File: src/rtl/i2c_mem_slave.sv
`default_nettype none
// +----------------------------------------------------------------------------+
// | Module   : i2c_mem_slave                                                   |
// | Purpose  : Oversampled I2C slave fronting a 128 x 8 byte memory; records   |
// |            the address, byte and direction of the last completed access.   |
// | Revision : 1.0                                                             |
// +----------------------------------------------------------------------------+
module i2c_mem_slave #(
  parameter int FILT_LEN = 3
) (
  input  logic       clk,
  input  logic       rst,
  input  logic       scl,
  input  logic       sda_in,
  output logic       sda_oe,
  output logic       busy,
  output logic       done,
  output logic [6:0] last_addr,
  output logic [7:0] last_data,
  output logic       last_op
);

  localparam logic [2:0] S_IDLE      = 3'd0;
  localparam logic [2:0] S_ADDR      = 3'd1;
  localparam logic [2:0] S_ADDR_ACK  = 3'd2;
  localparam logic [2:0] S_WR_DATA   = 3'd3;
  localparam logic [2:0] S_WR_ACK    = 3'd4;
  localparam logic [2:0] S_RD_DATA   = 3'd5;
  localparam logic [2:0] S_RD_ACK    = 3'd6;
  localparam logic [2:0] S_WAIT_STOP = 3'd7;

  localparam logic [2:0] c_filt_max = 3'(FILT_LEN - 1);

  logic [1:0] w_raw;
  logic [1:0] w_filt;
  logic       w_scl, w_sda;
  logic       r_scl_d, r_sda_d;
  logic       w_scl_rise, w_scl_fall, w_start, w_stop;

  logic [2:0] r_state, w_state_nxt;
  logic [2:0] r_bitcnt;
  logic [7:0] r_shift;
  logic [7:0] r_byte;
  logic [6:0] r_addr;
  logic       r_op;
  logic       r_ack_drv;
  logic       r_wr_pend;
  logic       r_sda_oe, w_oe_nxt;
  logic       r_done;
  logic [6:0] r_last_addr;
  logic [7:0] r_last_data;
  logic       r_last_op;
  logic [7:0] r_mem [128];
  logic [7:0] w_rd_byte;

  assign w_raw = {sda_in, scl};

  // Index 0 is scl, index 1 is sda; the filtered level only moves after FILT_LEN agreeing samples.
  for (genvar g = 0; g < 2; g++) begin : g_filt
    logic       r_s1, r_s2, r_f;
    logic [2:0] r_cnt;
    always_ff @(posedge clk) begin
      if (!rst) begin
        r_s1  <= 1'b1;
        r_s2  <= 1'b1;
        r_f   <= 1'b1;
        r_cnt <= '0;
      end else begin
        r_s1 <= w_raw[g];
        r_s2 <= r_s1;
        if (r_s2 == r_f) begin
          r_cnt <= '0;
        end else if (r_cnt == c_filt_max) begin
          r_f   <= r_s2;
          r_cnt <= '0;
        end else begin
          r_cnt <= r_cnt + 3'd1;
        end
      end
    end
    assign w_filt[g] = r_f;
  end

  assign w_scl      = w_filt[0];
  assign w_sda      = w_filt[1];
  assign w_scl_rise = w_scl & ~r_scl_d;
  assign w_scl_fall = ~w_scl & r_scl_d;
  assign w_start    = r_sda_d & ~w_sda & w_scl & r_scl_d;
  assign w_stop     = ~r_sda_d & w_sda & w_scl & r_scl_d;
  assign w_rd_byte  = r_mem[r_addr];

  always_ff @(posedge clk) begin
    if (!rst) r_state <= S_IDLE;
    else      r_state <= w_state_nxt;
  end

  always_comb begin
    w_state_nxt = r_state;
    if (w_stop) begin
      w_state_nxt = S_IDLE;
    end else if (w_start) begin
      w_state_nxt = S_ADDR;
    end else begin
      case (r_state)
        S_ADDR:     if (w_scl_rise && r_bitcnt == 3'd7) w_state_nxt = S_ADDR_ACK;
        S_ADDR_ACK: if (w_scl_fall && r_ack_drv) w_state_nxt = r_op ? S_RD_DATA : S_WR_DATA;
        S_WR_DATA:  if (w_scl_rise && r_bitcnt == 3'd7) w_state_nxt = S_WR_ACK;
        S_WR_ACK:   if (w_scl_fall && r_ack_drv) w_state_nxt = S_WAIT_STOP;
        S_RD_DATA:  if (w_scl_fall && r_bitcnt == 3'd7) w_state_nxt = S_RD_ACK;
        S_RD_ACK:   if (w_scl_rise) w_state_nxt = S_WAIT_STOP;
        default:    ;
      endcase
    end
  end

  // ACK slots span falling edge to falling edge; the read MSB goes out on the edge that closes ADDR_ACK.
  always_comb begin
    busy     = (r_state != S_IDLE);
    w_oe_nxt = r_sda_oe;
    if (w_stop || w_start) begin
      w_oe_nxt = 1'b0;
    end else begin
      case (r_state)
        S_ADDR_ACK: if (w_scl_fall) w_oe_nxt = r_ack_drv ? (r_op & ~w_rd_byte[7]) : 1'b1;
        S_WR_ACK:   if (w_scl_fall) w_oe_nxt = ~r_ack_drv;
        S_RD_DATA:  if (w_scl_fall) w_oe_nxt = (r_bitcnt == 3'd7) ? 1'b0 : ~r_shift[6];
        default:    w_oe_nxt = 1'b0;
      endcase
    end
  end

  always_ff @(posedge clk) begin
    if (!rst) begin
      r_scl_d     <= 1'b1;
      r_sda_d     <= 1'b1;
      r_bitcnt    <= '0;
      r_shift     <= '0;
      r_byte      <= '0;
      r_addr      <= '0;
      r_op        <= 1'b0;
      r_ack_drv   <= 1'b0;
      r_wr_pend   <= 1'b0;
      r_sda_oe    <= 1'b0;
      r_done      <= 1'b0;
      r_last_addr <= '0;
      r_last_data <= '0;
      r_last_op   <= 1'b0;
      for (int i = 0; i < 128; i++) r_mem[i] <= '0;
    end else begin
      r_scl_d  <= w_scl;
      r_sda_d  <= w_sda;
      r_sda_oe <= w_oe_nxt;
      r_done   <= 1'b0;
      if (r_wr_pend) begin
        r_mem[r_addr] <= r_byte;
        r_wr_pend     <= 1'b0;
      end
      if (w_stop) begin
        r_ack_drv <= 1'b0;
        if (r_state == S_WAIT_STOP) begin
          r_done      <= 1'b1;
          r_last_addr <= r_addr;
          r_last_data <= r_byte;
          r_last_op   <= r_op;
        end
      end else if (w_start) begin
        r_bitcnt  <= '0;
        r_ack_drv <= 1'b0;
      end else begin
        case (r_state)
          S_ADDR: if (w_scl_rise) begin
            r_shift  <= {r_shift[6:0], w_sda};
            r_bitcnt <= r_bitcnt + 3'd1;
            if (r_bitcnt == 3'd7) begin
              r_addr <= r_shift[6:0];
              r_op   <= w_sda;
            end
          end
          S_ADDR_ACK, S_WR_ACK: if (w_scl_fall) begin
            r_ack_drv <= ~r_ack_drv;
            r_bitcnt  <= '0;
            if (r_ack_drv && r_state == S_ADDR_ACK && r_op) begin
              r_shift <= w_rd_byte;
              r_byte  <= w_rd_byte;
            end
          end
          S_WR_DATA: if (w_scl_rise) begin
            r_shift  <= {r_shift[6:0], w_sda};
            r_bitcnt <= r_bitcnt + 3'd1;
            if (r_bitcnt == 3'd7) begin
              r_byte    <= {r_shift[6:0], w_sda};
              r_wr_pend <= 1'b1;
            end
          end
          S_RD_DATA: if (w_scl_fall) begin
            r_shift  <= {r_shift[6:0], 1'b0};
            r_bitcnt <= r_bitcnt + 3'd1;
          end
          default: ;
        endcase
      end
    end
  end

  assign sda_oe    = r_sda_oe;
  assign done      = r_done;
  assign last_addr = r_last_addr;
  assign last_data = r_last_data;
  assign last_op   = r_last_op;

endmodule
`default_nettype wire

File: config.mk
export PLATFORM = sky130hd
export DESIGN_NAME = i2c_mem_slave
export DESIGN_NICKNAME = d
export VERILOG_FILES = /design/src/rtl/i2c_mem_slave.sv
export SDC_FILE = /design/constraint.sdc
export NUM_CORES = 2
export LEC_CHECK = 0
export CAP_MARGIN = 20
export CORE_MARGIN = 2
export CORE_UTILIZATION = 45
export CTS_BUF_LIST = sky130_fd_sc_hd__clkbuf_16
export DETAILED_ROUTE_END_ITERATION = 6
export PLACE_DENSITY = 0.68
export SLEW_MARGIN = 20
export SYNTH_ARGS = -nofsm -noshare
export SYNTH_HDL_FRONTEND = slang
export SYNTH_SLANG_ARGS = --single-unit
File: constraint.sdc
create_clock -name clk -period 2.8 [get_ports clk]
set_clock_uncertainty 0.15 [all_clocks]
set_input_delay 0.56 -clock clk [delete_from_list [all_inputs] [get_ports clk]]
set_output_delay 0.56 -clock clk [all_outputs]
set_load 0.005 [all_outputs]
# --- Word level (Yosys, flattened, before mapping) ---
# Memory sizes are Yosys's and may differ from the RTL's. A register that Yosys moved wholly into a read port is not among the register bits.
# Cells that the tools add are included.
classes:
  n_addsub: 3
  mul: 0
  div: 0
  n_lt_le_gt_ge: 0
  n_eq_ne: 35
  shifts: 0
  mux: 39
  n_bitwise: 23
  n_reduce_logical: 33
ops:
  columns: ["operator", "count"]
  rows:
  - ["two-way mux 8 bit", 5]
  - ["two-way mux 7 bit", 5]
  - ["two-way mux 3 bit", 11]
  - ["AND reduction 7 bit", 4]
  - ["inequality test 2 bit, second input constant", 13]
  - ["inequality test 3 bit, second input constant", 8]
  - ["case mux 7 bit (3 select lines)", 1]
  - ["case mux 3 bit (6 select lines)", 1]
  - ["case mux 8 bit (2 select lines)", 1]
  - ["== test 3 bit, second input constant", 5]
  - ["inverter 1 bit", 14]
  - ["two-way mux 1 bit", 13]
  - ["== test 3 x 2 -> 1 bit, second input constant", 4]
  - ["AND reduction 2 bit", 5]
  - ["AND reduction 5 bit", 2]
  - ["adder 3 x 1 -> 3 bit, second input constant", 3]
  - ["bitwise AND 1 bit", 9]
  - ["case mux 3 bit (3 select lines)", 1]
  - ["OR reduction 3 bit", 3]
  - ["OR reduction 2 bit", 4]
  - ["OR reduction 8 bit", 1]
  - ["nonzero test 7 bit", 1]
  - ["nonzero test 3 bit", 2]
  - ["nonzero test 6 bit", 1]
  - ["11 further kinds", 16]
totals:
  ff_bits: 63
  latchBits: 0
  ramBits: 1024
  mem_bits_ro: 0
  inputBits: 4
  n_memories: 1
memory_table:
  columns: ["memory", "depth", "width", "read_ports", "rd_clocked_by_memory_dff", "write_ports", "line_no", "rtl"]
  rows:
  - ["r_mem", 128, 8, 1, 1, 128, "53", "logic [7:0] r_mem [128];"]

# --- Depth between registers and ports, before layout ---
depth:
  word_depth: 8
  ltp_mapped: 11
  ltp_nobuf: 9

# --- Least setup slack after synthesis ---
# OpenSTA, ideal clock, no wires.
synth_timing:
  path_type: "input to register"
  from: "input port rst"
  to: "memory r_mem[116][0], enable pin"
  setup_ps: 384
  arrival_ps: 2335
  required_time_ps: 2266
  setup_slack_ps: -69
  stages: 7
  n_path_buf: 4
  cell_sequence: "clkbuf_1 > nand2_1 > or2_2 > buf_2 > buf_2 > clkbuf_1 > o21ai_0"
synth_lines:
  columns: ["element", "line_no", "rtl"]
  rows:
  - ["from (decl)", "12", "input logic rst,"]
  - ["to (decl)", "53", null]

==> out/metrics.yaml <==
cells_and_area:
  layout-drive-gt1-share: 0.1809
  layout.nets: 3724
  final_cells: 5280
  n_antenna_cell: 0
  area_growth_pct: 14.10
  fin_area_sq_um: 57270
timing:
  fin_ws_ns: -0.01267
  fmax_mhz: 355.5
  relSlewSlack: 0.5002
  tightest_slew_ns: 0.7497
  setup_violations: 1
  rsz0062_at_grt: "no"
  fin_tns_setup_ns: -0.01267
  min_period_ns: 2.813
  finalHoldViolations: 0
  period_share: 1.005
  report.final.slew_viol_count: 0
setup_path:
  crit_buf_inv: 2
  cpMostUsedCell: "nand2_1"
  crit_type: "reg -> reg"
  cp_slowest_cell: "mux4_2"
  end_kind: "flip-flop"
  arrival_ns: 3.25
  crit_family: "compound AO/OA/AOI/OAI gates"
  critPathLaunchType: "flip-flop"
  cp.required_ns: 3.24
  path_max_fanout: 15
  critical_path.cell_chain: "buf_4, clkbuf_16, mux4_2, a22oi_1, nand2_1, nand2_1, nor4_2, a22o_1"
  cpPeakStageDelay_ns: 0.54
floorplan:
  coreArea_sq_um: 110700
  start_util: 0.4535
  top_level_ports: 23
  die_y_microns: 338.0
  die_x_microns: 338.0
  dieArea_sq_um: 114200
  rows: 122
synth:
  async_flop_share: 0
  synth_edf_count: 1024
  synth_seq_area_share: 0.6406
  synth_seq_cells: 1094
  ys_warn_count: 0
  synthFlopType: "edfxtp_1"
  syn_area_sq_um: 50190
  syn_inst: 3576
  syn-mean-instance-area_sq_um: 14.04
  synthDistinctLibCells: 54
  syn_nets: 3591
routing:
  drt_pass1_iterations: 6
  wl_per_cell_microns: 23.33
  drcViolationCount: 0
  antenna_left: 0
  avgViaCountPerCell: 5.602
  num_vias: 29580
  initialDrtViolationCount: 2937
  wl_microns: 123200
grt:
  grtUsageMet1: 0.3137
  use_met3: 0.02906
  grt_overflow: 0
  antenna_found_initial: 0
  grt_use_total: 0.2165
  use_met2: 0.3377
  busiest_layer: "met2"
  grt_pass1_wl_microns: 185700
  grt_max_degree: 159
  grt_pass1_vias: 29320
cts:
  path_clk_slew_ns: 0.07
  cts_sinks: 1094
  cts_tree: "yes"
  root_buffer: "clkbuf_16"
  htree_num_levels: 3
  clk_path_buf_depth: 3
  numCtsBuffers: 109
  clk_latency_ns: 0.69
run_status:
  violations: "negative setup slack"
  status: "complete, but fails checks"
hold_path:
  hold_class: "reg -> reg"
pwr:
  cellLeakagePower_nw: 19.46
  power_density_nw_per_um2: 593.2
  ir_drop_uv: 492.9
  total_power_mw: 33.97
placed_design:
  dp_hpwl_microns: 79810
  post-place-cells: 5073
  dpl_cell_area_sq_um: 53690
  gp_congestion: 0.8676
  io_buffers: 22
job:
  max_cap_viol_count: 0
[report_power, final]
part	switching, mW	internal, mW	leakage, nW
logic	0.755	0.538	7.03
registers	0.223	18.5	10.7
clock network	6.15	7.84	1.76
total	7.13	26.8	19.5
[cell usage after synthesis (all sizes together) (64+ instances only)]
library cell,n,area share
nand2,156,0.012
a211oi,64,0.0096
nor2,173,0.014
o22ai,64,0.0080
edfxtp,1024,0.61
o21ai,146,0.015
and2,1028,0.13
clkbuf,204,0.015
mux4,192,0.086
buf,87,0.010
dfxtp,70,0.028
a22oi,64,0.0096
mux2i,155,0.031
[kinds of logic (layout without fill, tap and decap cells)]
| family | after synthesis | after routing | synth area share |
|---|---|---|---|
| buf+inv | 299 | 515 | 0.02585 |
| compound gates | 381 | 381 | 0.04819 |
| fa+ha+maj | 11 | 11 | 0.002742 |
| xor+xnor | 2 | 2 | 0.0003491 |
| mux | 347 | 347 | 0.1171 |
| flops | 1094 | 1094 | 0.6406 |
| simple gates | 1442 | 1442 | 0.1652 |
[final cells by class]
type | instances | area (sq um)
well taps | 1488 | 1862
clock buffers | 112 | 2803
multi-input cells | 2183 | 16820
flip-flops and latches | 1094 | 32190
fillers | 9103 | 53400
inverters | 8 | 30.03
clock inverters | 82 | 571.8
repair buffers | 313 | 2985
[through the flow]
stage / setup WS (ns) / hold slack, ns / util
5_1_grt: 0.005999 / 0.2689 / 0.5175
6_report: -0.01267 / 0.2612 / 0.5175
3_5_place_dp: 0.08176 / 0.2457 / 0.4851
3_3_place_gp: 0.08553 / 0.2406 / 0.4851
2_1_floorplan: -0.06900 / 0.2363 / -
4_1_cts: 0.02706 / 0.2462 / 0.5156
[cell usage in the layout, fill, tap and decap left out, types with 3 or more instances in the layout]
cell type        instances
nand2b_1                13
mux4_2                 192
buf_12                  40
nor2_1                 161
nand2_1                156
a211oi_1                63
or2_2                    7
a21o_1                   3
buf_4                  246
clkdlybuf4s50_1         21
o211ai_1                 3
o21ai_0                146
nand3b_1                10
nor3_1                   4
clkbuf_16              114
a21oi_1                 11
clkinv_1                26
o22ai_1                 61
nor2_2                  12
mux2i_1                155
or3_1                    3
nor2b_1                  7
or3b_2                   3
nor4_1                   3
nor4_2                   7
dfxtp_1                 58
o22ai_2                  3
edfxtp_1              1024
clkinv_2                19
and2_1                1026
a22o_1                  14
dfxtp_4                 10
ha_1                    10
nand3_1                 10
nand4_1                  3
inv_1                   32
bufinv_16                7
a22oi_1                 64
[state kept, by name, summed over array words and instances, names as in the netlist, 2 cells and up, named ones only]
| signal | count |
|---|---|
| last_addr | 7 |
| r_byte | 8 |
| g_filt.r_s2 | 2 |
| r_state | 3 |
| g_filt.r_f | 2 |
| g_filt.r_cnt | 6 |
| r_addr | 7 |
| r_mem | 1024 |
| last_data | 8 |
| r_bitcnt | 3 |
| r_shift | 7 |
| g_filt.r_s1 | 2 |
[metal layers]
layer  part of all wire  vias up
met5                  0        -
met4              0.032        0
met3              0.073      212
met2               0.46     1142
met1               0.43    14910
li1                   -    13310
[timing repair]
item                                    in CTS  in global routing
setup buffers                                0                 11
hold endpoints to repair                     0                  0
endpoints found under the setup margin       0                 15
hold buffers                                 0                  0
resized for setup                            0                 14
[worst paths after layout]
check / endpoint / slack [ns] / from / depth (start not counted)
min: g_filt[0].r_s2 / 0.26 / g_filt[0].r_s1 / 1
min reg2reg: g_filt[0].r_s2 / 0.26 / g_filt[0].r_s1 / 1
max: r_byte[4] / -0.01 / flip-flop / 8
max reg2reg: r_byte[4] / -0.01 / flip-flop / 8
Note: power is estimated with default switching activity, not from simulation.
